===== config.mk =====
export PLATFORM = sky130hd
export DESIGN_NAME = dsp_result_collector
export DESIGN_NICKNAME = d
export VERILOG_FILES = /design/src/rtl/dsp_result_collector.sv
export SDC_FILE = /design/constraint.sdc
export NUM_CORES = 1
export LEC_CHECK = 0
export CAP_MARGIN = 20
export CORE_ASPECT_RATIO = 1.1
export CORE_MARGIN = 8
export CORE_UTILIZATION = 45
export CTS_BUF_LIST = sky130_fd_sc_hd__clkbuf_16
export DETAILED_ROUTE_END_ITERATION = 10
export GPL_ROUTABILITY_DRIVEN = 0
export PLACE_DENSITY_LB_ADDON = 0.25
export SYNTH_ARGS = -nofsm -noshare
export SYNTH_HDL_FRONTEND = slang
export SYNTH_SLANG_ARGS = --single-unit

===== constraint.sdc =====
create_clock -name clk -period 3.3 [get_ports clk]
set_input_delay 0.495 -clock clk [delete_from_list [all_inputs] [get_ports clk]]
set_output_delay 0.495 -clock clk [all_outputs]
set_load 0.005 [all_outputs]

===== src/rtl/dsp_result_collector.sv =====
// dsp_result_collector: tracks in-flight DSP operations by pass count and
// captures each finished sum with its tag into a first-word-fall-through FIFO.
module dsp_result_collector #(
  parameter int N        = 33,
  parameter int DEPTH    = 4,
  parameter int TAG_BITS = 4
) (
  input  logic                       clk,
  input  logic                       rst,
  input  logic                       start,
  input  logic [1:0]                 mode,
  input  logic [TAG_BITS-1:0]        tag,
  input  logic [2*N-1:0]             dsp_out,
  output logic [2*N-1:0]             res_data,
  output logic [TAG_BITS-1:0]        res_tag,
  output logic                       res_valid,
  input  logic                       res_ready,
  output logic                       busy,
  output logic [$clog2(DEPTH):0]     level,
  output logic                       err,
  output logic                       overflow
);
  localparam int AW = $clog2(DEPTH);
  localparam int LW = AW + 1;
  typedef enum logic {IDLE, RUN} state_t;
  state_t                     r_state, w_next;
  logic [2:0]                 r_cnt;
  logic [TAG_BITS-1:0]        r_tag;
  logic [2*N+TAG_BITS-1:0]    r_mem [DEPTH];
  logic [AW-1:0]              r_wp, r_rp;
  logic [LW-1:0]              r_level;
  logic                       r_err, r_ovf;
  logic                       w_done, w_legal, w_accept, w_bad;
  logic                       w_pop, w_full, w_wr, w_drop;
  logic [2:0]                 w_load;
  assign w_done   = (r_state == RUN) && (r_cnt == 3'd1);
  assign w_legal  = (mode != 2'd3);
  assign w_accept = start && w_legal && ((r_state == IDLE) || w_done);
  assign w_bad    = start && (!w_legal || ((r_state == RUN) && !w_done));
  assign w_load   = (mode == 2'd0) ? 3'd1 : (mode == 2'd1) ? 3'd2 : 3'd4;
  assign w_pop    = res_valid && res_ready;
  assign w_full   = (r_level == LW'(DEPTH));
  // a full FIFO still takes the push when the head leaves in the same edge
  assign w_wr     = w_done && (!w_full || w_pop);
  assign w_drop   = w_done && w_full && !w_pop;
  always_ff @(posedge clk or posedge rst)
    if (rst) r_state <= IDLE;
    else     r_state <= w_next;
  always_comb
    w_next = w_accept ? RUN : (w_done ? IDLE : r_state);
  always_comb
    busy = (r_state == RUN);
  always_ff @(posedge clk or posedge rst)
    if (rst) begin
      r_cnt <= '0;
      r_tag <= '0;
      r_err <= 1'b0;
      r_ovf <= 1'b0;
    end else begin
      r_cnt <= w_accept ? w_load : (r_state == RUN) ? r_cnt - 3'd1 : r_cnt;
      r_tag <= w_accept ? tag : r_tag;
      r_err <= r_err | w_bad;
      r_ovf <= r_ovf | w_drop;
    end
  always_ff @(posedge clk)
    if (w_wr) r_mem[r_wp] <= {dsp_out, r_tag};
  always_ff @(posedge clk or posedge rst)
    if (rst) begin
      r_wp    <= '0;
      r_rp    <= '0;
      r_level <= '0;
    end else begin
      r_wp    <= w_wr  ? r_wp + AW'(1) : r_wp;
      r_rp    <= w_pop ? r_rp + AW'(1) : r_rp;
      r_level <= r_level + LW'(w_wr) - LW'(w_pop);
    end
  // empty FIFO presents zeros so stale entries never leak after reset
  assign res_valid = (r_level != '0);
  assign res_data  = res_valid ? r_mem[r_rp][2*N+TAG_BITS-1:TAG_BITS] : '0;
  assign res_tag   = res_valid ? r_mem[r_rp][TAG_BITS-1:0] : '0;
  assign level     = r_level;
  assign err       = r_err;
  assign overflow  = r_ovf;
endmodule


Word level (Yosys, flattened, before mapping):

Memory sizes are Yosys's and may differ from the RTL's.
Index checks and enable logic that the tools add are counted.

* $add $sub $neg: 5
* $mul: 0
* div/mod/pow operators: 0
* magnitude comparators: 0
* equality and inequality tests: 4
* shift operators: 0
* muxes and demuxes: 10
* bitwise operators: 3
* reductions and logical operators: 20

Operators by type and width (number)
* two-way mux 66 bit: 1
* two-way mux 3 bit: 4
* logical AND 1 bit: 9
* adder 2 x 1 -> 2 bit, second input constant: 2
* logical NOT 1 bit: 4
* two-way mux 1 bit: 4
* two-way mux 4 bit: 1
* nonzero test 2 bit: 2
* adder 3 x 1 -> 3 bit: 1
* equality test 3 x 1 -> 1 bit, second input constant: 1
* equality test 3 bit, second input constant: 1
* logical OR 1 bit: 3
* nonzero test 3 bit: 1
* subtractor 3 x 1 -> 3 bit: 1
* subtractor 3 x 1 -> 3 bit, second input constant: 1
* equality test 2 x 1 -> 1 bit, second input constant: 1
* logical NOT 2 bit: 1
* != test 2 bit, second input constant: 1
* OR 1 bit: 2
* NOT 1 bit: 1

* register bits: 17
* latch bits: 0
* RAM bits: 280
* bits in read-only memories: 0
* output and inout bits: 77
* memories kept: 1

Memory list
* r_mem: words 4, width 70, rd ports 1, clocked after Yosys merged registers in 0, write ports 1, RTL line 29 `logic [2*N+TAG_BITS-1:0] r_mem [DEPTH];`

Longest topological paths before layout:

Gate-level depths: netlist of run 1.

* depth after elaboration: 7
* gate-level depth with buffers: 13

Worst setup path after synthesis of run 1:

No wires, ideal clock.

* kind: register to register
* start: register r_cnt[1]
* end: memory r_mem[2][0] (netlist bit), enable pin
* library setup time: 0.436 ns
* data arrival time: 2.766 ns
* slack: 0.098 ns
* stages on the path, launching flop included: 7
* path buffers: 0
* period minus slack after synthesis: 3.202 ns
* cell sequence: dfrtp_1 inv_1 ha_1 and2b_1 nand2_1 nor2_1 and2_1

* longest elaborated chain between the ends: 5

Ends and longest elaborated chain
* start: declaration: RTL line 27 `logic [2:0] r_cnt;`
* start signal: assignment: RTL line 60 `r_cnt <= w_accept ? w_load : (r_state == RUN) ? r_cnt - 3'd1 : r_cnt;`
* equality test 3 x 1 -> 1 bit: RTL line 36 `assign w_done = (r_state == RUN) && (r_cnt == 3'd1);`
* logical AND 1 bit: RTL line 36
* logical AND 1 bit: RTL line 44 `assign w_wr = w_done && (!w_full || w_pop);`
* two-way mux 1 bit: RTL line 66 `if (w_wr) r_mem[r_wp] <= {dsp_out, r_tag};`
* two-way mux 1 bit (implied by the code): RTL line 66
* end: declaration: RTL line 29

No other way between the ends.

Worst setup path in the final report of run 1:

* start: register r_level[1] (netlist: level[1])
* end: output port res_data[27]

* longest elaborated chain between the ends: 2

Ends and longest elaborated chain
* start: declaration: RTL line 31 `logic [LW-1:0] r_level;`
* start signal: assignment: RTL line 75 `r_level <= r_level + LW'(w_wr) - LW'(w_pop);`
* nonzero test 3 bit: RTL line 78 `assign res_valid = (r_level != '0);`
* two-way mux 66 bit: RTL line 79 `assign res_data = res_valid ? r_mem[r_rp][2*N+TAG_BITS-1:TAG_BITS] : '0;`
* end: declaration: RTL line 14 `output logic [2*N-1:0] res_data,`

No other way between the ends.

==> results.ini, run 1 <==
[drt]
via_count = 5505
initialDrtViolationCount = 250
highest_layer = met4
drtAntennaViolNets = 0
dr_wl_met2_um = 12410
m1WireLength_um = 8903
routed_wl_um = 22830
drcViolationCount = 0
vias_per_cell = 5.083
wl_per_cell_um = 21.08
drtPass1Iterations = 5
wl_met3_um = 1184

[hold_path]
min_path_type = in -> async

[cells_and_area]
fillers = 1853
layout.cells.non_filler = 1083
areaGrowthSynthToFinish_pct = 25.48
seq_area_um2 = 8841
drive_above_1_share_pct = 20.24
multi_input_area_um2 = 2494
final_nets = 797

[timing]
tns_ps = 0
holdWs_ps = 361.5
worst_pin_slew_ps = 720.8
finalHoldViolCount = 0
setup_viol = 0
period_minus_slack_ps = 3090
grt_setup_unrepaired = no
maxSlewHeadroom_pct = 51.94
final_max_slew_viol_count = 0
clock.fmax_mhz = 323.6
fin_crit_sh_pct = 93.65
skew_ps = 14.54

[setup_path]
crit_arrival_ps = 2600
required_ps = 2800
path_max_fanout = 71
start_kind = flip-flop
cp-startpoint = level[1]
crit_type = reg -> out
end_kind = output port
ff2ff_path_depth = 13
crit_end = res_data[27]
rr_startpoint = r_cnt[1]
r2r_end = level[2]
reg2reg_slack_ps = 540

[synthesis]
ys_warn_count = 0
syn_area_per_cell_um2 = 21.77
synthCells = 532
synth_top_area_share_pct = 72.59
netlist_area_um2 = 11580
yosysSeqAreaShare_pct = 76.27
synth-edff-count = 280
synthDistinctLibCells = 36
synth_area_leaders = edfxtp_1 (73%), mux4_2 (13%), and2_1 (4.0%)
synth_flop_cell = edfxtp_1
yosys.area.top_type = edfxtp_1
synth-async-reset-ratio_pct = 5.724
ys_seq_elements = 297
syn_nets = 617

[global_route]
grt_pass1_vias = 6210
grt_pass1_wl_um = 35090
overflow = 0
grt_max_degree = 72
antenna_found_initial = 0
grt_use_total_pct = 14.63

[die]
ios = 153
fp.dieH_um = 184.3
fp.dieW_um = 169.0
start_util_pct = 45.85
core_area_um2 = 25260
dieArea_um2 = 31130
rows = 61

[clocking]
cts_num_sinks = 297
clock_latency_ps = 540
htreeDepth = 1
cts_hold_buf = 0
cts_tree = done
cts_max_path_buffers = 3
cts_root_buf = clkbuf_16
path_clk_slew_ps = 60
cts_made_buffers = 30

[pwr]
powerDensity_nw_per_um2 = 855.7
peakVddDrop_mv = 0.5318
p_leak_nw = 4.800

[outcome]
status = completed

[job]
drv.max_cap_violation_count = 0

[placed_design]
dp.cells = 1021
io_buffers = 152
dp_hpwl_um = 14180

## metal layers
| metal | GRT usage, % | vias to the layer above |
|---|---|---|
| met5 | 0 | - |
| met2 | 27.57 | 127 |
| met4 | 3.217 | 0 |
| li1 | - | 2495 |
| met1 | 16.67 | 2851 |
| met3 | 3.252 | 32 |
## cells by family (layout without fill, tap and decap cells)
family / count (synthesis) / count (layout) / synth area share (%)
AO/OA/AOI/OAI: 16 / 16 / 0.9508
other: 0 / 1 / 0
XOR/XNOR: 5 / 5 / 0.3781
buffers and inverters: 36 / 240 / 2.301
multiplexers: 75 / 75 / 14.16
flip-flops: 297 / 297 / 76.27
AND/OR/NAND/NOR: 94 / 94 / 4.905
adder cells (fa/ha/maj): 9 / 9 / 1.037
## synthesized netlist by cell type, types with 2 or more instances
cell,number
o21bai_1,2
nor2_1,2
buf_2,7
o21ai_0,4
mux2_2,5
xnor2_1,4
nand3_1,2
dfrtp_1,17
buf_12,7
mux4_2,68
a21oi_1,2
and2_1,74
inv_1,11
mux4_1,2
edfxtp_1,280
nand2_1,8
clkbuf_1,9
nand2b_1,3
ha_1,8
## how the worst min path moves through the flow
stage                     slack, ps       end  startpoint
after detailed placement        450       err         err
after global routing            420  r_tag[1]         rst
after global placement          450       err         err
after CTS                       370  r_tag[1]         rst
after floorplan                 420      busy         rst
final                           360  r_tag[1]         rst
## worst max-delay path, cell delays in order, from the launching register on
cell and delay, ps:
dfrtp_1 440, or3_2 490, buf_4 370, and2_1 280
clkdlybuf4s50_1 460
## cell type report
class                   instances  share of cell area (%)
flip-flops and latches        297                   60.83
repair buffers                173                   12.16
multi-input cells             199                   17.16
clock buffers                  30                   5.165
well taps                     346                   2.979
clock inverters                26                   1.412
inverters                      11                  0.2841
diodes                          1                 0.01722
## registers in the layout, indices dropped and copies added, names as in the netlist
name      cells
r_wp          2
r_rp          2
r_cnt         3
level         3
r_tag         4
busy          1
overflow      1
r_mem       280
err           1
## cells in the final DEF, fill, tap and decap left out, types with 8 or more instances in the layout
master           count
and2_1              70
buf_4               14
clkbuf_16           30
clkdlybuf4s50_1    152
clkinv_1             9
clkinv_2             9
dfrtp_1             15
edfxtp_1           280
ha_1                 8
inv_1               14
mux4_2              68
nand2_1              8
## metrics by stage
stage / setup slack, ps / instance area, um2 / util, % / total power, W
floorplan: 98.33 / 11580 / - / 0.007375
global route: 63.35 / 14530 / 57.52 / 0.01306
detailed placement: 407.7 / 13540 / 53.59 / 0.009387
CTS: 26.74 / 14490 / 57.37 / 0.01263
global placement: 496.8 / 13540 / 53.59 / 0.009296
finish: 209.7 / 14530 / 57.53 / 0.01244
## timing repair
item                       CTS  global route
setup endpoints to repair    0            14
gates resized for setup      0             0
buffers inserted             0             5
## where the power goes
part / total (W) / switching [W] / leakage, nW / internal [W]
Clock: 0.00321 / 0.00133 / 0.488 / 0.00188
Combinational: 0.00426 / 0.00166 / 1.59 / 0.00260
Sequential: 0.00496 / 0.000289 / 2.72 / 0.00467
Power figures use the tool's default switching activity.
==> run 2, diff against run 1 <==
--- a/config.mk
+++ b/config.mk
@@ -8,7 +8,7 @@
 export CAP_MARGIN = 20
 export CORE_ASPECT_RATIO = 1.1
 export CORE_MARGIN = 8
-export CORE_UTILIZATION = 45
+export CORE_UTILIZATION = 50
 export CTS_BUF_LIST = sky130_fd_sc_hd__clkbuf_16
 export DETAILED_ROUTE_END_ITERATION = 10
 export GPL_ROUTABILITY_DRIVEN = 0
==> results.ini, run 2 (synthesis gave the netlist of run 1 again) <==
[outcome]
status = completed

[clocking]
clock_latency_ps = 530
htreeDepth = 1
cts_max_path_buffers = 3
cts_num_sinks = 297
cts_made_buffers = 29
cts_root_buf = clkbuf_16
cts_tree = done
path_clk_slew_ps = 60

[global_route]
grt_pass1_wl_um = 35020
grt_use_total_pct = 15.91
grt_pass1_vias = 6246
grt_max_degree = 72
overflow = 0
antenna_found_initial = 0

[setup_path]
crit_arrival_ps = 2630
start_kind = flip-flop
crit_type = reg -> out
required_ps = 2800
path_max_fanout = 71
end_kind = output port

[cells_and_area]
areaGrowthSynthToFinish_pct = 24.40
mostFrequentLayoutCell = edfxtp_1
layout.cells.non_filler = 1033
drive_above_1_share_pct = 19.65
final_nets = 798
n_antenna_cell = 0
regMostFlops = r_mem
largestRegisters = r_mem (280), r_tag (4)
largest_reg_flops = 280
layout_common_cells = edfxtp_1 (280), clkdlybuf4s50_1 (152), and2_1 (70), mux4_2 (68), clkbuf_16 (29)

[timing]
tns_ps = 0
final_max_slew_viol_count = 0
period_minus_slack_ps = 3123
grt_setup_unrepaired = no
worst_pin_slew_ps = 728.7
maxSlewHeadroom_pct = 51.42
clock.fmax_mhz = 320.3
fin_crit_sh_pct = 94.62
setup_viol = 0
skew_ps = 15.70
holdWs_ps = 367.4
setup_ws_ps = 177.5
finalHoldViolCount = 0

[die]
fp.dieW_um = 161.1
rows = 58
start_util_pct = 50.83
ios = 153
dieArea_um2 = 28300
core_area_um2 = 22790
fp.dieH_um = 175.6

[drt]
via_count = 5644
drtAntennaViolNets = 0
wl_per_cell_um = 21.82
initialDrtViolationCount = 312
vias_per_cell = 5.464
drcViolationCount = 0
drtPass1Iterations = 4
routed_wl_um = 22540

[job]
drv.max_cap_violation_count = 0

[pwr]
total_power_w = 0.01233
p_leak_nw = 4.765
powerDensity_nw_per_um2 = 856.0
peakVddDrop_mv = 0.7295

[placed_design]
io_buffers = 152
pre_cts_slack_ps = 340.2
dp.cells = 974
dp_hpwl_um = 13950

[hold_path]
min_path_type = in -> async

==> run 2: changes by cell type in the layout (fill, tap and decap cells not counted), moves of 2 or more <==
cell        change
buf_4           +2
clkinv_2        -6
clkinvlp_4      +3
inv_1           +3
==> run 2: path summary, 6_finish.rpt <==
kind	from	slack, ps	cells past startpoint	end
hold / removal	rst	370	2	r_rp[0]
setup reg to reg	r_cnt[1]	510	13	level[2]
hold reg to reg	err	460	1	err
min in group clk	err	460	1	err
max in group asynchronous	rst	2430	2	r_rp[1]
setup / recovery	level[1]	180	4	res_data[37]
==> run 2: final cells by class <==
class / count / area [um2]
Timing Repair Buffer: 175 / 1782
Sequential cell: 297 / 8841
Clock inverter: 22 / 150.1
Multi-Input combinational cell: 199 / 2494
Tap cell: 300 / 375.4
Clock buffer: 29 / 725.7
Fill cell: 1594 / 8378
Inverter: 11 / 41.29
==> run 2: timing repair <==
| item | in CTS | in global routing |
|---|---|---|
| hold buffers | 0 | 0 |
| setup endpoints to repair | 0 | 4 |
| gates resized for setup | 0 | 0 |
| setup buffers | 0 | 8 |
==> run 2: routing by layer <==
| metal | wire [um] | vias to the layer above | track usage [%] |
|---|---|---|---|
| met3 | 1424 | 28 | 3.137 |
| met4 | 354 | 0 | 4.093 |
| met1 | 8953 | 2943 | 19.87 |
| met2 | 11800 | 183 | 27.98 |
| met5 | 0 | - | 0 |
| li1 | - | 2490 | - |
==> run 2: through the flow <==
stage	area (um2)	utilization, %
2_1_floorplan	11580	-
3_3_place_gp	13470	59.13
3_5_place_dp	13470	59.13
4_1_cts	14350	62.97
5_1_grt	14410	63.23
6_report	14410	63.23
==> run 2: power breakdown <==
| group | internal, W | switching (W) | total (W) |
|---|---|---|---|
| clock | 0.00174 | 0.00128 | 0.00302 |
| combinational | 0.00264 | 0.00170 | 0.00434 |
| sequential | 0.00468 | 0.000295 | 0.00497 |
| total | 0.00905 | 0.00328 | 0.0123 |
==> run 2: critical path: stages, from the launching register on <==
cell,delay (ps)
dfrtp_1,440
or3_2,490
buf_4,370
and2_1,250
clkdlybuf4s50_1,530
